**config.mk**
```make
export PLATFORM = sky130hd
export DESIGN_NAME = fetch_queue
export DESIGN_NICKNAME = d
export VERILOG_FILES = /design/src/rtl/fetch_queue.sv
export SDC_FILE = /design/constraint.sdc
export NUM_CORES = 1
export LEC_CHECK = 0
export CAP_MARGIN = 5
export CELL_PAD_IN_SITES_DETAIL_PLACEMENT = 1
export CELL_PAD_IN_SITES_GLOBAL_PLACEMENT = 2
export CORE_ASPECT_RATIO = 0.8
export CORE_MARGIN = 10
export CORE_UTILIZATION = 41
export DETAILED_ROUTE_END_ITERATION = 10
export GPL_TIMING_DRIVEN = 1
export PLACE_DENSITY = 0.82
export SLEW_MARGIN = 40
export SYNTH_ARGS = -nofsm -noshare
export SYNTH_HDL_FRONTEND = slang
export SYNTH_SLANG_ARGS = --single-unit
```
**constraint.sdc**
```tcl
create_clock -name clk -period 3.4 [get_ports clk]
set_input_delay 0.68 -clock clk [delete_from_list [all_inputs] [get_ports clk]]
set_output_delay 0.68 -clock clk [all_outputs]
set_load 0.005 [all_outputs]
```
**src/rtl/fetch_queue.sv**
```systemverilog
// rtl/fetch_queue.sv - in-order {pc, instr, adel} buffer between fetch and decode
// Circular buffer with an extra pointer MSB to tell full from empty; flush empties in one cycle.
module fetch_queue #(
    parameter int          DEPTH    = 4,
    parameter logic [31:0] PC_BASE  = 32'h0000_3000,
    parameter logic [31:0] PC_LIMIT = 32'h0000_6FFF
) (
    input  logic                   clk,
    input  logic                   reset,
    input  logic                   in_valid,
    output logic                   in_ready,
    input  logic [31:0]            in_pc,
    input  logic [31:0]            in_instr,
    output logic                   out_valid,
    input  logic                   out_ready,
    output logic [31:0]            out_pc,
    output logic [31:0]            out_instr,
    output logic                   out_adel,
    input  logic                   flush,
    output logic [$clog2(DEPTH):0] count
);
    localparam int AW = $clog2(DEPTH);
    localparam int PW = AW + 1;

    logic [PW-1:0] wptr;
    logic [PW-1:0] rptr;
    logic [31:0]   mem_pc    [DEPTH];
    logic [31:0]   mem_instr [DEPTH];
    logic [DEPTH-1:0] mem_adel;

    logic empty;
    logic full;
    logic push;
    logic pop;
    logic adel;

    assign empty = (wptr == rptr);
    assign full  = (wptr[AW-1:0] == rptr[AW-1:0]) && (wptr[AW] != rptr[AW]);
    assign count = wptr - rptr;

    // in_ready depends only on registered state (and reset), never on out_ready/in_valid
    assign in_ready  = reset && !full;
    assign out_valid = !empty;

    assign push = in_valid && in_ready && !flush;
    assign pop  = out_valid && out_ready && !flush;

    assign adel = (in_pc[1:0] != 2'b00) || (in_pc < PC_BASE) || (in_pc > PC_LIMIT);

    // Outputs are gated by empty so stale storage after a flush is never visible
    assign out_pc    = empty ? 32'h0 : mem_pc[rptr[AW-1:0]];
    assign out_instr = empty ? 32'h0 : mem_instr[rptr[AW-1:0]];
    assign out_adel  = empty ? 1'b0  : mem_adel[rptr[AW-1:0]];

    always_ff @(posedge clk or negedge reset) begin
        if (!reset) begin
            wptr     <= '0;
            rptr     <= '0;
            mem_adel <= '0;
            for (int i = 0; i < DEPTH; i++) begin
                mem_pc[i]    <= '0;
                mem_instr[i] <= '0;
            end
        end else if (flush) begin
            wptr <= '0;
            rptr <= '0;
        end else begin
            if (push) begin
                mem_pc[wptr[AW-1:0]]    <= in_pc;
                mem_instr[wptr[AW-1:0]] <= in_instr;
                mem_adel[wptr[AW-1:0]]  <= adel;
                wptr                    <= wptr + PW'(1);
            end
            if (pop) begin
                rptr <= rptr + PW'(1);
            end
        end
    end
endmodule

```
# Word level (Yosys, flattened, before mapping)
# Cells that the tools add are included.
# op_classes
add_sub_neg	3
multipliers	0
div	0
order_cmp	8
n_eq_ne	3
shifts	0
mux	22
bitwise_logic	3
n_reduce_logical	17
# op_table
cell	n
bitwise mux 128 bit	2
2-to-1 mux 32 bit	7
binary-select mux 32 bit (select 2 bit)	2
demux 32 bit (select 2 bit)	1
> comparator 32 x 15 -> 1 bit (second input constant)	1
less-than comparator 32 x 14 -> 1 bit (second input constant)	1
2-to-1 mux 3 bit	4
logical AND 1 bit	8
adder 3 x 1 -> 3 bit (second input constant)	2
greater-or-equal comparator 3 bit (second input constant)	2
less-than comparator 2 x 3 -> 1 bit (second input constant)	2
NOT 2 -> 3 bit	2
nonzero test 2 bit	3
bitwise mux 4 bit	1
== test 3 bit	1
logical NOT 1 bit	3
less-than comparator 3 x 1 -> 1 bit (second input constant)	1
2-to-1 mux 1 bit	3
subtractor 3 bit	1
binary-select mux 1 bit (select 2 bit)	1
demux 1 bit (select 2 bit)	1
== test 2 bit	1
greater-or-equal comparator 2 x 1 -> 1 bit (second input constant)	1
logical OR 1 bit	2
3 further kinds	3
# totals
reg_bits	266
latch_bits	0
ram_bits	0
rom_bits	0
inputBits	69
wordCells	67
mem_count	0

# Logic depth before layout (Yosys ltp)
# Gate-level depths: netlist of the first run.
# logic_depth
ltp_word	8
depth_mapped	11

# Worst setup path before layout of the first run
# No wires, ideal clock.
# synth_timing
kind	register -> register
from	register rptr[1]
to	register mem_instr[24] in the netlist's numbering
arrival_time_ns	2.651
setup_slack_ns	0.621
path_stages_with_launch	11
n_path_buf	5
path_cell_list	dfrtp_1 buf_2 buf_1 inv_1 ha_1 and2_1 buf_2 a2111oi_4 buf_6 buf_6 mux2_1
# synth_between
elab_chain_cells	7
# synth_lines
element	line_no	rtl
start, declared	26	logic [PW-1:0] rptr;
start signal, assigned	75	rptr <= rptr + PW'(1);
== test 2 bit	38	assign full = (wptr[AW-1:0] == rptr[AW-1:0]) && (wptr[AW] != rptr[AW]);
logical AND 1 bit	38	
logical NOT 1 bit	42	assign in_ready = reset && !full;
logical AND 1 bit	42	
logical AND 1 bit (2 in series)	45	assign push = in_valid && in_ready && !flush;
AND reduction 2 bit (no source line)	--	
end signal, assigned by index	70	mem_instr[wptr[AW-1:0]] <= in_instr;
end, declared	28	logic [31:0] mem_instr [DEPTH];
# No other way between the ends.
# A chain may end at the register's enable or synchronous reset.

# Worst setup path in the final report of the first run
# layout_timing
from	register rptr[0]
to	output out_pc[3]
# layout_between
elab_chain_cells	5
# layout_lines
element	line_no	rtl
NOT 2 -> 3 bit (not written as such)	51	assign out_pc = empty ? 32'h0 : mem_pc[rptr[AW-1:0]];
binary-select mux 32 bit (select 2 bit)	51	
2-to-1 mux 32 bit (not written as such) (2 in series)	51	
2-to-1 mux 32 bit (*)	51	
end, declared	16	output logic [31:0] out_pc,
# Mark *: on every way between the ends. The rest lies on a longest branch, timed or not. The select of a mux whose other input is x is not followed.

==> results of run 1 <==
final timing paths:
kind | cells after the start | startpoint | end | slack [ps]
setup / recovery | 6 | rptr[0] | out_pc[3] | 90
hold / removal | 1 | reset | mem_pc[106] | 10
setup reg to reg | 5 | rptr[0] | mem_instr[28] | 830
hold reg to reg | 1 | mem_pc[4] | mem_pc[4] | 480
max in group asynchronous | 2 | reset | mem_pc[50] | 2390
min in group clk | 1 | mem_pc[4] | mem_pc[4] | 480
registers in the layout (all words and copies together), names as in the netlist:
register,flops
mem_adel,4
mem_instr,128
mem_pc,128
rptr,3
wptr,3
final cells by class:
| type | count | area [um2] | share of cell area |
|---|---|---|---|
| clock buffers | 41 | 871 | 0.0579 |
| clock inverters | 9 | 104 | 0.00690 |
| flip-flops and latches | 266 | 6670 | 0.443 |
| repair buffers | 157 | 1690 | 0.112 |
| inverters | 7 | 26.3 | 0.00175 |
| well taps | 377 | 472 | 0.0313 |
| multi-input cells | 443 | 5230 | 0.347 |
timing repair:
action	in CTS	in global routing
endpoints found under the setup margin	42	50
hold endpoints to repair	0	0
setup buffers	0	0
cloned	1	1
gates resized for setup	5	6
layer usage:
| layer | global-route usage | wire, um | vias to the layer above |
|---|---|---|---|
| met2 | 0.267 | 14100 | 109 |
| met4 | 0.0267 | 371 | 0 |
| met5 | 0 | 0 | - |
| met1 | 0.213 | 13500 | 3718 |
| met3 | 0.0334 | 1310 | 25 |
| li1 | - | - | 3070 |
power groups by stage:
stage	Clock (mW)	Sequential, mW	Combinational, mW
global route	3.43	4.08	2.54
finish	3.19	4.00	2.32
global placement	0	4.03	2.24
detailed placement	0	4.05	2.29
floorplan	0	3.94	1.37
CTS	3.29	4.00	2.34
kinds of logic (layout without fill, tap and decap cells):
logic type      count (synthesis)  in the layout
mux                           323            323
flops                         266            266
simple gates                   92             92
buf+inv                        59            214
compound gates                 13             13
fa+ha+maj                       8              8
xor+xnor                        7              7
through the flow:
step	setup slack [ps]	total power [mW]	util	hold WS, ps	instance area, um2
after floorplan	621	5.32	-	384	12200
after global placement	527	6.27	0.476	461	14000
after detailed placement	505	6.34	0.476	473	14000
after CTS	-3.77	9.63	0.511	6.64	15000
after global routing	-1.60	10.0	0.513	12.6	15100
final	93.0	9.51	0.513	14.0	15100
cells in the final DEF, fill, tap and decap left out, types with 8 or more instances in the layout:
cell type and count:
clkbuf_16 30, mux2_1 38, dfrtp_1 263, nor2b_1 57
clkbuf_8 10, mux2_2 218, nor2b_2 8, mux4_2 65
nor2_1 10, clkdlybuf4s50_1 137
==> impl_metrics.toml, run 1 <==
[clock_tree]
clk_pin_slew_ps = 60
root_buffer = "clkbuf_16"
cts_max_path_buffers = 3
cts_hold_buf = 0
tritoncts = "built"
clk_latency_ps = 540
htreeDepth = 1
cts-buffers-inserted = 28
clock_sinks = 266

[global_routing]
grt_start_max_net_pins = 125
grt-ovfl-total = 0
antenna_found_initial = 1
grt_pass1_wl_mm = 47.4
grtUsageTotal = 0.160
grt_pass1_vias = 8128

[finish]
fillers = 2775
antennaDiodeCount = 0
finalNonFillerCells = 1300
syn_to_final_growth_pct = 23.1
fin_nets = 980
drive_gt1_frac = 0.398

[route]
drt_iter0_drc = 308
vias = 6922
first_pass_iters = 4
post_drt_wl_per_cell_um = 22.5
vias_per_cell = 5.32
wl_mm = 29.3
drtAntennaViolNets = 0
route.detailed.drc = 0

[power]
p_seq_frac = 0.420
p_clk_frac = 0.336
power.share.switching = 0.254
switchingPower_mw = 2.42
ir_drop_uv = 431
power_density_mw_per_mm2 = 632
p_leak_nw = 6.48
combPwrFrac = 0.244
p_int_mw = 7.09

[synthesis]
syn_inst = 768
synth_compound_area_frac = 0.00849
synthArstFlopShare = 1.00
synthXorXnorAreaFrac = 0.00501
synth_edf_count = 0
synth_warnings = 0
synth_fa_ha_area_frac = 0.00880
synth_cell_types = 30
yosys-top-cells-count = "266 x dfrtp_1, 218 x mux2_2, 65 x mux4_2, 65 x nor2b_1, 38 x mux2_1"
synth_seq_cells = 266
synth_most_common_cell = "dfrtp_1"
seq_area_frac_synth = 0.544
synth_top_family_by_area = "multiplexers"
synthFlopType = "dfrtp_1"
synth_top_area_share = 0.544
synthTopCellsByArea = "dfrtp_1 54%, mux2_2 20%, mux4_2 12%"
yosysTopAreaCell = "dfrtp_1"
synth.area.mux_share = 0.357
synth.avg_cell_area_um2 = 15.9
synth_nets = 845
yosys.area_share.simple = 0.0441
syn-cell-area_mm2 = 0.0122

[timing]
rsz0062_at_grt = "yes"
fin_crit_ps = 3310
setup_violations = 0
tightest_slew_ps = 695
relSlewSlack = 0.537
slew_violations = 0
hold_viol = 0
tns_ps = 0
fmax_mhz = 302
fin_crit_sh = 0.973
clock_skew_ps = 8.82

[floorplanning]
io_pins = 139
dieHeight_um = 174
core-area_mm2 = 0.0294
rows = 56
dieWidth_um = 213
dieArea_mm2 = 0.0372
initial_utilization = 0.417

[setup_path]
slowest_stage = "clkdlybuf4s50_1"
path_buf_inv = 2
critical_path.top_delay_family = "buffers and inverters"
slowest_delay_ps = 550
crit_required_ps = 2720
end_kind = "output pin"
path_max_fanout = 25
start_kind = "flop"
cp_cell_sequence = "ha_1 > nand2_1 > nor2_4 > buf_12 > nor2b_1 > clkdlybuf4s50_1"
arrival_ps = 2630
critPathKind = "reg2out"

[place]
port_buffers = 138
gp_congestion = 0.702
dp_hpwl_mm = 17.5
dp.cells = 1248

[status]
outcome = "completed"

[flow_run]
cap_violations = 0

[hold_path]
hold_path_class = "in2async"
Note: power is estimated with default switching activity, not from simulation.
==> run 2, diff against run 1 <==
Settings changed: ABC_AREA set to 1, CORE_MARGIN 10 to 4, CORE_UTILIZATION 41 to 34.
==> impl_metrics.toml, run 2 <==
[clock_tree]
clk_latency_ps = 570
tritoncts = "built"
root_buffer = "clkbuf_16"
htreeDepth = 1
clk_pin_slew_ps = 60
cts-buffers-inserted = 31
clock_sinks = 266
cts_max_path_buffers = 3

[timing]
fmax_mhz = 300
rsz0062_at_grt = "yes"
fin_crit_sh = 0.980
clock_skew_ps = 20.4
setup_violations = 0
tightest_slew_ps = 803
relSlewSlack = 0.464
slew_violations = 0
fin_crit_ps = 3330
hold_viol = 0

[power]
power_density_mw_per_mm2 = 647
ir_drop_uv = 370
p_leak_nw = 8.41

[global_routing]
grt_pass1_vias = 13800
grt_pass1_wl_mm = 79.6
grt-ovfl-total = 0
grtUsageTotal = 0.210
antenna_found_initial = 0
grt_start_max_net_pins = 114

[setup_path]
rrSetupSlack_ps = 1140
critPathKind = "reg2out"
cp-endpoint = "out_pc[1]"
arrival_ps = 2650
crit_start = "rptr[0]"
regToRegEndpoint = "mem_instr[0]"
r2r-start = "rptr[0]"
end_kind = "output pin"
crit_required_ps = 2720
path_max_fanout = 13
start_kind = "flop"
r2r_cells = 9

[route]
vias = 13300
vias_per_cell = 5.32
drtAntennaViolNets = 0
wl_mm = 49.8
drt_iter0_drc = 839
route.detailed.drc = 0
first_pass_iters = 5
post_drt_wl_per_cell_um = 20.0

[finish]
syn_to_final_growth_pct = 21.0
final_common_cell = "nand2_1"
fin_nets = 1997
final_util = 0.420
reg_top3 = "mem_instr x128, mem_pc x128, mem_adel x4"
drive_gt1_frac = 0.0612
finalNonFillerCells = 2495
antennaDiodeCount = 0
final_cell_mix = "279 x nand2_1, 269 x inv_1, 264 x dfrtp_1"

[floorplanning]
rows = 67
core-area_mm2 = 0.0423
dieWidth_um = 240
dieArea_mm2 = 0.0465
dieHeight_um = 194
io_pins = 139
initial_utilization = 0.347

[synthesis]
seq_area_frac_synth = 0.455
yosys-top-cells-count = "279 x nand2_1, 278 x inv_1, 266 x dfrtp_1, 264 x nand3_1, 260 x o21bai_1"
synthTopCellsByArea = "dfrtp_1 45%, o21bai_1 13%, nand3_1 9.0%"
synth_warnings = 0
synth_edf_count = 0
synth_most_common_cell = "nand2_1"
syn-cell-area_mm2 = 0.0146
synthArstFlopShare = 1.00
syn_inst = 1870
synthFlopType = "dfrtp_1"
yosysTopAreaCell = "dfrtp_1"
synth_seq_cells = 266
synth_nets = 1947
synth_top_area_share = 0.455
synth.avg_cell_area_um2 = 7.83
synth_cell_types = 21

[place]
dp_hpwl_mm = 27.6
dp.cells = 2428
gp_congestion = 0.768
port_buffers = 138

[status]
outcome = "completed"

[flow_run]
cap_violations = 0

[hold_path]
hold_path_class = "in2async"
[run 2: cell count changes after synthesis, sizes merged, moves of 4 or more]
cell,previous run,this run
nor4,4,0
inv,7,278
clkbuf,12,90
o21bai,0,260
nand2,5,279
nand3,1,266
mux2,256,0
nor2b,65,0
a21oi,9,197
o21ai,1,135
buf,40,71
mux4,65,0
[run 2: cell families (layout without fill, tap and decap cells)]
| group | after synthesis | count (layout) | synth area share |
|---|---|---|---|
| buffers and inverters | 439 | 512 | 0.121 |
| AO/OA/AOI/OAI | 594 | 594 | 0.248 |
| adder cells (fa/ha/maj) | 8 | 8 | 0.00735 |
| XOR/XNOR | 2 | 2 | 0.00120 |
| flip-flops | 266 | 266 | 0.455 |
| AND/OR/NAND/NOR | 561 | 561 | 0.168 |
[run 2: timing repair]
item / CTS / global route
resized for setup: 34 / 29
pin swaps: 1 / 0
buffers inserted: 2 / 5
cloned: 3 / 1
hold buffers: 1 / 0
setup endpoints to repair: 65 / 29
endpoints found under the hold margin: 7 / 0
[run 2: power by group]
part           internal [mW]  switching (mW)  total [mW]
combinational           1.70            2.22        3.92
sequential              3.90           0.248        4.14
clock                   2.00            1.40        3.40
total                   7.60            3.87        11.5
[run 2: stage by stage]
| step | setup slack, ps | setup TNS, ps | power, mW | cell area [um2] | hold slack [ps] |
|---|---|---|---|---|---|
| floorplan | 900 | 0 | 6.28 | 14600 | 384 |
| global placement | 329 | 0 | 7.85 | 16400 | 522 |
| detailed placement | 230 | 0 | 7.98 | 16400 | 519 |
| CTS | 0.870 | 0 | 11.6 | 17600 | 512 |
| global route | -36.7 | -84.9 | 12.3 | 17700 | 512 |
| finish | 68.1 | 0 | 11.5 | 17700 | 534 |
[run 2: final cells by class]
class	count	area, um2
Clock buffer	41	903
Clock inverter	15	130
Fill cell	5086	24500
Inverter	278	1080
Multi-Input combinational cell	1165	6270
Sequential cell	266	6660
Tap cell	552	691
Timing Repair Buffer	177	1990
Timing Repair inverter	1	8.76
[run 2: worst max-delay path: stages (launching register included)]
cell	delay, ps
dfrtp_4	490
ha_1	320
nand2_1	100
inv_2	60
nand3_4	90
bufinv_16	220
a21oi_1	250
clkdlybuf4s50_1	560
[run 2: how the worst min path moves through the flow]
| stage | cells after the start | start | endpoint |
|---|---|---|---|
| after detailed placement | 1 | reset | mem_pc[23] |
| after floorplan | 0 | reset | mem_adel[0] |
| after global placement | 1 | reset | mem_pc[55] |
| after global routing | 2 | reset | mem_pc[23] |
| final | 2 | reset | mem_pc[23] |
| after CTS | 2 | reset | mem_pc[23] |
[run 2: metal layers]
metal | track usage | share of wire | vias up
li1 | - | - | 6208
met1 | 0.305 | 0.48 | 6771
met2 | 0.339 | 0.47 | 235
met5 | 0 | 0 | -
met4 | 0.0419 | 0.019 | 0
met3 | 0.0274 | 0.037 | 52
